--- src/rtl/ram_bank_pkg.sv ---
// Shared defaults and helpers for the RAM bank arbiter slice.
// Holds the default bank geometry and the ceiling-log2 helper that sizes
// the round-robin pointers.
package ram_bank_pkg;

    localparam int ADDR_BIT_DEF   = 3;
    localparam int DATA_BIT_DEF   = 16;
    localparam int MEM_HEIGHT_DEF = 8;

    // Ceiling log2; the requester count is at least 2, so the result is >= 1.
    function automatic int clog2(input int value);
        int w;
        w = 0;
        for (int v = value - 1; v > 0; v = v >> 1) begin
            w = w + 1;
        end
        return w;
    endfunction

endpackage

--- src/rtl/ram_bank_arbiter_rr_arbiter.sv ---
// Combinational round-robin arbiter.
// Ports:
//   req - request vector, bit i belongs to requester i
//   ptr - priority pointer; the search starts at this index and wraps
//   gnt - one-hot grant (all zero when no request is pending)
module rr_arbiter #(
    parameter int N  = 2,
    parameter int PW = 1
) (
    input  logic [N-1:0]  req,
    input  logic [PW-1:0] ptr,
    output logic [N-1:0]  gnt
);

    localparam logic [N-1:0] ONE = {{(N-1){1'b0}}, 1'b1};

    logic [N-1:0] rot_s;
    logic [N-1:0] pick_s;

    // Rotate requests so the pointer lands on bit 0, keep the lowest set bit,
    // then rotate the winner back into requester order.
    always_comb begin
        rot_s  = N'({req, req} >> ptr);
        pick_s = rot_s & (~rot_s + ONE);
        gnt    = N'(({pick_s, pick_s} << ptr) >> N);
    end

endmodule

--- src/rtl/ram_bank_arbiter.sv ---
// Shares one registered-read RAM bank between NUM_REQ requesters.
// Independent round-robin arbiters on the write and read ports allow one
// write and one read to issue in the same cycle. Read data returns one cycle
// after the grant with a one-hot rsp_valid. Out-of-range addresses are
// granted but never reach the bank (wr_err / rsp_err flag them).
// Ports:
//   clk, rst                    - clock, synchronous active-high reset
//   wr_req/wr_addr/wr_data      - per-requester write requests (flattened)
//   wr_gnt, wr_err              - one-hot write grant, dropped-write flag
//   rd_req/rd_addr              - per-requester read requests (flattened)
//   rd_gnt                      - one-hot read grant
//   rsp_valid/rsp_data/rsp_err  - read response, one cycle after rd_gnt
//   bank_*                      - bank control, addresses, data; bank_d_r in
module ram_bank_arbiter
    import ram_bank_pkg::*;
#(
    parameter int NUM_REQ    = 2,
    parameter int ADDR_BIT   = ADDR_BIT_DEF,
    parameter int DATA_BIT   = DATA_BIT_DEF,
    parameter int MEM_HEIGHT = MEM_HEIGHT_DEF
) (
    input  logic                         clk,
    input  logic                         rst,
    input  logic [NUM_REQ-1:0]           wr_req,
    input  logic [NUM_REQ*ADDR_BIT-1:0]  wr_addr,
    input  logic [NUM_REQ*DATA_BIT-1:0]  wr_data,
    output logic [NUM_REQ-1:0]           wr_gnt,
    input  logic [NUM_REQ-1:0]           rd_req,
    input  logic [NUM_REQ*ADDR_BIT-1:0]  rd_addr,
    output logic [NUM_REQ-1:0]           rd_gnt,
    output logic [NUM_REQ-1:0]           rsp_valid,
    output logic [DATA_BIT-1:0]          rsp_data,
    output logic                         rsp_err,
    output logic                         wr_err,
    output logic                         bank_en,
    output logic                         bank_we,
    output logic                         bank_re,
    output logic [ADDR_BIT-1:0]          bank_addr_w,
    output logic [DATA_BIT-1:0]          bank_d_w,
    output logic [ADDR_BIT-1:0]          bank_addr_r,
    input  logic [DATA_BIT-1:0]          bank_d_r
);

    localparam int PTR_BIT = clog2(NUM_REQ);
    // One extra bit so MEM_HEIGHT == 2**ADDR_BIT is representable.
    localparam logic [ADDR_BIT:0] MEM_LIMIT = (ADDR_BIT+1)'(MEM_HEIGHT);

    logic [PTR_BIT-1:0] wptr_q, wptr_d;
    logic [PTR_BIT-1:0] rptr_q, rptr_d;
    logic [NUM_REQ-1:0] rsp_valid_q, rsp_valid_d;
    logic               rsp_err_q, rsp_err_d;

    logic [NUM_REQ-1:0] wr_arb_s, rd_arb_s;
    logic               wr_in_range_s, rd_in_range_s;

    rr_arbiter #(.N(NUM_REQ), .PW(PTR_BIT)) u_wr_arb (
        .req (wr_req),
        .ptr (wptr_q),
        .gnt (wr_arb_s)
    );

    rr_arbiter #(.N(NUM_REQ), .PW(PTR_BIT)) u_rd_arb (
        .req (rd_req),
        .ptr (rptr_q),
        .gnt (rd_arb_s)
    );

    // Grants, bank muxing, range checks and next-state for the pointers.
    always_comb begin
        wr_gnt      = rst ? {NUM_REQ{1'b0}} : wr_arb_s;
        rd_gnt      = rst ? {NUM_REQ{1'b0}} : rd_arb_s;
        bank_addr_w = {ADDR_BIT{1'b0}};
        bank_d_w    = {DATA_BIT{1'b0}};
        bank_addr_r = {ADDR_BIT{1'b0}};
        wptr_d      = wptr_q;
        rptr_d      = rptr_q;
        for (int i = 0; i < NUM_REQ; i++) begin
            if (wr_gnt[i]) begin
                bank_addr_w = wr_addr[i*ADDR_BIT +: ADDR_BIT];
                bank_d_w    = wr_data[i*DATA_BIT +: DATA_BIT];
                wptr_d      = (i == NUM_REQ - 1) ? {PTR_BIT{1'b0}} : PTR_BIT'(i + 1);
            end else begin
                wptr_d = wptr_d;
            end
            if (rd_gnt[i]) begin
                bank_addr_r = rd_addr[i*ADDR_BIT +: ADDR_BIT];
                rptr_d      = (i == NUM_REQ - 1) ? {PTR_BIT{1'b0}} : PTR_BIT'(i + 1);
            end else begin
                rptr_d = rptr_d;
            end
        end
        wr_in_range_s = ({1'b0, bank_addr_w} < MEM_LIMIT);
        rd_in_range_s = ({1'b0, bank_addr_r} < MEM_LIMIT);
        bank_we       = (|wr_gnt) & wr_in_range_s;
        bank_re       = (|rd_gnt) & rd_in_range_s;
        bank_en       = bank_we | bank_re;
        wr_err        = (|wr_gnt) & ~wr_in_range_s;
        rsp_valid_d   = rd_gnt;
        rsp_err_d     = (|rd_gnt) & ~rd_in_range_s;
    end

    // Pointer and response-tracking registers.
    always_ff @(posedge clk) begin
        if (rst) begin
            wptr_q      <= {PTR_BIT{1'b0}};
            rptr_q      <= {PTR_BIT{1'b0}};
            rsp_valid_q <= {NUM_REQ{1'b0}};
            rsp_err_q   <= 1'b0;
        end else begin
            wptr_q      <= wptr_d;
            rptr_q      <= rptr_d;
            rsp_valid_q <= rsp_valid_d;
            rsp_err_q   <= rsp_err_d;
        end
    end

    // Response outputs. Gated by rst so a read granted just before reset
    // never surfaces; data comes straight from the bank's registered output.
    always_comb begin
        rsp_valid = rst ? {NUM_REQ{1'b0}} : rsp_valid_q;
        rsp_err   = ~rst & rsp_err_q;
        if ((|rsp_valid) && !rsp_err_q) begin
            rsp_data = bank_d_r;
        end else begin
            rsp_data = {DATA_BIT{1'b0}};
        end
    end

endmodule
--- config.mk ---
export PLATFORM = sky130hd
export DESIGN_NAME = ram_bank_arbiter
export DESIGN_NICKNAME = d
export VERILOG_FILES = /design/src/rtl/ram_bank_pkg.sv /design/src/rtl/ram_bank_arbiter_rr_arbiter.sv /design/src/rtl/ram_bank_arbiter.sv
export SDC_FILE = /design/constraint.sdc
export NUM_CORES = 1
export LEC_CHECK = 0
export CAP_MARGIN = 10
export CORE_ASPECT_RATIO = 1.75
export CORE_MARGIN = 2
export CORE_UTILIZATION = 21
export DETAILED_ROUTE_END_ITERATION = 10
export PLACE_DENSITY = 0.9
export SETUP_SLACK_MARGIN = 0.02
export SYNTH_ARGS = -nofsm -noshare
export SYNTH_HDL_FRONTEND = slang
export SYNTH_HIERARCHICAL = 1
export SYNTH_SLANG_ARGS = --single-unit
--- constraint.sdc ---
create_clock -name clk -period 1.3 [get_ports clk]
set_input_delay 0.13 -clock clk [delete_from_list [all_inputs] [get_ports clk]]
set_output_delay 0.13 -clock clk [all_outputs]
set_load 0.01 [all_outputs]
==> results.py, run 1 <==
metrics = {
    "grt": {
        "grt-ovfl-total": 0,
        "grt_pass1_wl_um": 5789,
        "grt_use_total_pct": 21.19,
        "grt_max_degree": 15,
        "grt_pass1_vias": 1315,
        "grt_antenna_before_repair": 0,
    },
    "floorplan": {
        "die_h_um": 78.69,
        "start_util_pct": 21.54,
        "die_w_um": 46.68,
        "dieArea_um2": 3673,
        "pin_count": 115,
        "core_area_um2": 3108,
        "num_rows": 27,
    },
    "routing": {
        "via_per_inst": 4.676,
        "wl_um": 4089,
        "via_count": 1211,
        "ant_nets": 0,
        "drt_first_pass_iters": 4,
        "drc": 0,
        "first_iter_violations": 12,
        "wl_per_cell_um": 15.79,
    },
    "final_layout": {
        "fillerInstances": 279,
        "drive_above_1_share_pct": 53.24,
        "syn_to_final_growth_pct": 220.4,
        "nets": 284,
        "multiInputGateArea_um2": 628.1,
        "n_antenna_cell": 0,
        "utilization_pct": 69.00,
        "regArea_um2": 85.08,
    },
    "setup_path": {
        "crit_path_start_kind": "register",
        "setup.worst_path.class": "register to output pin",
        "slowest_delay_ps": 320,
        "cp_data_arrival_time_ps": 1420,
        "critPathBufInv": 3,
        "worst_setup_path_end_kind": "output pin",
        "cp_slowest_cell": "dfxtp_2",
        "crit_fanout": 7,
        "worstPathCellList": "inv_2, a21boi_4, nor2b_4, clkbuf_16, a32o_1, buf_2",
        "critical-path-top-delay-family": "buffers and inverters",
        "critPathRequiredTime_ps": 1170,
    },
    "clocking": {
        "cts.sinks": 4,
        "clock_latency_ps": 220,
        "ctsRootBufferMaster": "clkbuf_8",
        "cts_hold_buf": 0,
        "cts-buffers-inserted": 3,
        "clk_path_buf_depth": 2,
        "htreeDepth": 1,
        "cts_tree": "yes",
        "clk_pin_slew_ps": 30,
    },
    "synth": {
        "synth_warnings": 6,
        "synth_edf_count": 0,
        "ys_seq_area_share_pct": 11.96,
        "syn_area_per_cell_um2": 8.693,
        "syn_inst": 77,
        "async_flop_share_pct": 0,
        "dominantRegCellSynth": "dfxtp_1",
        "synth.ff_latch_count": 4,
        "yosysUniqueCellTypes": 18,
        "syn_area_um2": 669.4,
    },
    "status": {
        "violations": "setup timing",
        "outcome": "finished with violations",
    },
    "timing": {
        "rsz0062_at_grt": "true",
        "finalHoldViolCount": 0,
        "setup_ws_ps": -249.3,
        "setup_tns_ps": -5910,
        "post-route-period-util_pct": 119.2,
        "final_max_slew_viol_count": 0,
        "max_freq_mhz": 645.5,
        "clock_skew_ps": 0.3798,
        "fin_crit_ps": 1549,
        "setup_viol": 36,
    },
    "power_and_ir_drop": {
        "peakVddDrop_v": 0.0006271,
        "power.density_nw_per_um2": 518.2,
        "cellLeakagePower_nw": 0.9793,
        "power_mw": 1.111,
    },
    "place": {
        "dp.final_hpwl_um": 2711,
        "io_buffers": 112,
        "globalplace.congestion": 0.6894,
    },
    "hold_path": {
        "hold_path.class": "primary input to register",
    },
    "flow_run": {
        "cap_violations": 0,
    },
}
==> layout by cell type (no fill, tap or decap), types with 2 or more instances in the layout <==
cell type / instances
o21a_1: 2
clkbuf_8: 3
dfxtp_2: 4
and2_4: 15
nor2_1: 3
a21boi_2: 2
clkdlybuf4s50_1: 60
buf_8: 2
conb_1: 2
buf_4: 8
nor2b_4: 3
a32o_1: 22
buf_2: 27
inv_2: 2
buf_6: 36
a21boi_4: 2
nor2b_1: 4
o21ba_4: 2
dlygate4sd2_1: 6
nor2_4: 5
==> power breakdown <==
| group | switching (mW) | internal [mW] |
|---|---|---|
| registers | 0.00815 | 0.134 |
| clock network | 0.0644 | 0.197 |
| logic | 0.255 | 0.453 |
==> repair_timing <==
action	in CTS	in global routing
pin swaps	26	17
endpoints found under the setup margin	48	43
setup buffers	13	5
resized for setup	247	20
gates cloned	6	0
==> worst register-to-register path, stage by stage (launching register included) <==
cell,delay (ps)
dfxtp_2,320
inv_2,40
a21boi_4,170
buf_6,140
nor2_4,50
buf_4,140
o21a_1,90
==> cells in the mapped netlist (2+ instances only) <==
cell type	instances	area (um2)
o21a_1	2	15.01
a21boi_0	2	15.01
nor2_1	4	15.01
and2_1	6	37.54
nor2_2	2	12.51
buf_2	2	10.01
nor2b_1	7	43.79
a21boi_1	2	15.01
buf_4	4	30.03
a32o_1	22	220.2
inv_1	2	7.510
buf_6	4	45.04
dfxtp_1	4	80.08
and2_4	10	87.58
==> worst paths after layout <==
kind,start,to,slack [ps],depth (start not counted)
max,wptr_q$_SDFFE_PP0P_,bank_d_w[3],-250,6
min,rst,rsp_valid_q[0]$_SDFF_PP0_,380,3
max reg2reg,wptr_q$_SDFFE_PP0P_,wptr_q$_SDFFE_PP0P_,250,6
min reg2reg,wptr_q$_SDFFE_PP0P_,wptr_q$_SDFFE_PP0P_,580,2
==> per-stage QoR <==
stage | hold WS, ps | setup slack (ps) | instance area (um2) | cells
floorplan | 325.7 | 59.17 | 673.1 | 78
global placement | 469.2 | -960.7 | 1838 | 233
detailed placement | 475.8 | -1043 | 1838 | 233
CTS | 361.9 | -283.5 | 2061 | 255
global route | 399.1 | -328.7 | 2145 | 259
finish | 379.6 | -249.3 | 2145 | 259
==> kinds of logic after synthesis <==
group	after synthesis	synth area share, %
other	1	0.5602
flip-flops	4	11.96
AO/OA/AOI/OAI	30	42.80
AND/OR/NAND/NOR	30	30.84
buffers and inverters	12	13.83
==> flip-flops by register name, summed over array words and instances, names as in the netlist <==
register and count:
rptr_q 1, wptr_q 1, rsp_valid_q 2
==> layout make-up <==
class	instances	share of cell area [%]
Timing Repair Buffer	141	61.96
Sequential cell	4	3.967
Inverter	2	0.3501
Multi-Input combinational cell	66	29.29
Clock buffer	3	1.925
Tap cell	43	2.509
==> per-layer routing <==
layer / wire length, um / up-vias / global-route usage [%] / part of all wire (%)
li1: - / 577 / - / -
met1: 1332 / 566 / 19.48 / 33
met4: 46 / 0 / 4.444 / 1.1
met2: 2457 / 64 / 44.03 / 60
met5: 0 / - / 0 / 0
met3: 252 / 4 / 2.759 / 6.2
(Power assumes the default switching activity.)
==> inputs of run 2 (changes only) <==
--- a/config.mk
+++ b/config.mk
@@ -12,6 +12,7 @@
 export DETAILED_ROUTE_END_ITERATION = 10
 export PLACE_DENSITY = 0.9
 export SETUP_SLACK_MARGIN = 0.02
+export SKIP_CTS_REPAIR_TIMING = 1
 export SYNTH_ARGS = -nofsm -noshare
 export SYNTH_HDL_FRONTEND = slang
 export SYNTH_HIERARCHICAL = 1
==> results.py, run 2 (synthesis results as in run 1) <==
metrics = {
    "grt": {
        "grt-ovfl-total": 0,
        "grt_use_total_pct": 16.39,
        "grt_antenna_before_repair": 0,
        "grt_max_degree": 21,
        "grt_pass1_vias": 1119,
        "grt_pass1_wl_um": 4623,
    },
    "clocking": {
        "clk_path_buf_depth": 2,
        "clock_latency_ps": 220,
        "cts-buffers-inserted": 3,
        "htreeDepth": 1,
        "ctsRootBufferMaster": "clkbuf_8",
        "cts_tree": "yes",
        "cts.sinks": 4,
        "clk_pin_slew_ps": 30,
    },
    "final_layout": {
        "syn_to_final_growth_pct": 199.4,
        "n_antenna_cell": 0,
        "final_cell_area_um2": 2004,
        "regMostFlops": "rsp_valid_q",
        "utilization_pct": 64.49,
        "nets": 274,
        "largestRegisters": "rsp_valid_q (2), rptr_q (1), wptr_q (1)",
        "drive_above_1_share_pct": 43.69,
        "largest_reg_flops": 2,
        "final_common_cell": "clkdlybuf4s50_1",
        "layout_common_cells": "60 x clkdlybuf4s50_1, 27 x buf_2, 22 x a32o_1",
    },
    "floorplan": {
        "pin_count": 115,
        "core_area_um2": 3108,
        "die_w_um": 46.68,
        "num_rows": 27,
        "start_util_pct": 21.54,
        "dieArea_um2": 3673,
        "die_h_um": 78.69,
    },
    "routing": {
        "drt_first_pass_iters": 4,
        "wl_per_cell_um": 15.01,
        "first_iter_violations": 19,
        "wl_um": 3738,
        "via_per_inst": 4.655,
        "via_count": 1159,
        "drc": 0,
        "ant_nets": 0,
    },
    "setup_path": {
        "critPathRequiredTime_ps": 1170,
        "slowest_delay_ps": 340,
        "worstPathCellList": "inv_2, a21boi_4, nor2b_4, clkbuf_16, a32o_1, buf_2",
        "crit_path_start": "wptr_q$_SDFFE_PP0P_",
        "critical-path-top-delay-family": "buffers and inverters",
        "cp_data_arrival_time_ps": 1430,
        "crit_cells": 6,
        "crit_fanout": 7,
        "setup.worst_path.class": "register to output pin",
        "cp-endpoint": "bank_d_w[11]",
        "cp_slowest_cell": "dfxtp_2",
        "rr_startpoint": "wptr_q$_SDFFE_PP0P_",
        "worst_setup_path_end_kind": "output pin",
        "r2r_slack_ps": 180,
        "crit_path_start_kind": "register",
        "reg2reg_to": "wptr_q$_SDFFE_PP0P_",
        "critPathBufInv": 3,
        "reg2regPathDepth": 6,
    },
    "place": {
        "dpl_cell_area_um2": 1838,
        "dp_slack_ps": -1043,
        "dp.final_hpwl_um": 2711,
        "io_buffers": 112,
        "globalplace.congestion": 0.6894,
    },
    "power_and_ir_drop": {
        "cellLeakagePower_nw": 1.097,
        "power.density_nw_per_um2": 516.7,
        "peakVddDrop_v": 0.0006191,
    },
    "timing": {
        "setup_ws_ps": -263.7,
        "post-route-period-util_pct": 120.3,
        "clock_skew_ps": 2.000,
        "max_freq_mhz": 639.5,
        "fin_crit_ps": 1564,
        "setup_viol": 31,
        "finalHoldViolCount": 0,
        "final_max_slew_viol_count": 0,
        "hold_ws_ps": 394.9,
        "setup_tns_ps": -5055,
        "rsz0062_at_grt": "true",
    },
    "status": {
        "outcome": "finished with violations",
        "violations": "setup timing",
    },
    "hold_path": {
        "hold_path.class": "primary input to register",
        "hold_path.startpoint": "rst",
    },
    "flow_run": {
        "cap_violations": 0,
    },
}
-- run 2: changes by cell type in the layout (fill, tap and decap cells not counted), sizes merged --
cell | previous run | this run
clkbuf | 4 | 10
nor2 | 9 | 8
buf | 74 | 49
dlygate4sd2 | 6 | 0
dlymetal6s2s | 0 | 16
-- run 2: how the worst min path moves through the flow --
| stage | end | depth (start not counted) |
|---|---|---|
| finish | rsp_valid_q[0]$_SDFF_PP0_ | 3 |
| global route | rsp_valid_q[0]$_SDFF_PP0_ | 3 |
| CTS | rptr_q$_SDFFE_PP0P_ | 1 |
| detailed placement | rptr_q$_SDFFE_PP0P_ | 1 |
| global placement | rptr_q$_SDFFE_PP0P_ | 1 |
| floorplan | rsp_valid_q[0]$_SDFF_PP0_ | 2 |
-- run 2: layer usage --
| metal | GRT usage, % | vias up | wire, um |
|---|---|---|---|
| li1 | - | 556 | - |
| met1 | 15.06 | 535 | 1276 |
| met2 | 33.61 | 62 | 2122 |
| met3 | 2.529 | 6 | 274 |
| met4 | 3.889 | 0 | 66 |
| met5 | 0 | - | 0 |
-- run 2: per-stage QoR --
stage | instances | total power, mW
final | 249 | 1.036
after global routing | 249 | 1.092
after CTS | 236 | 1.007
after detailed placement | 233 | 0.7367
after global placement | 233 | 0.7247
after floorplan | 78 | 0.3546
-- run 2: power by group --
part,internal [mW],switching [mW]
sequential,0.134,0.00803
combinational,0.399,0.233
clock,0.197,0.0637
total,0.731,0.305
-- run 2: worst register-to-register path: cells and delay by family, from the launching register on --
family                 cells  cell delay (ps)
flip-flops                 1              320
buffers and inverters      3              370
AO/OA/AOI/OAI              2              160
AND/OR/NAND/NOR            1              220
-- run 2: area by class of cell --
cell class	count	area [um2]
fill	291	1104
sequential	4	85.08
tap	43	53.80
inverter	2	7.507
clock buffer	3	41.29
timing repair buffer	132	1212
multi-input combinational	65	604.3
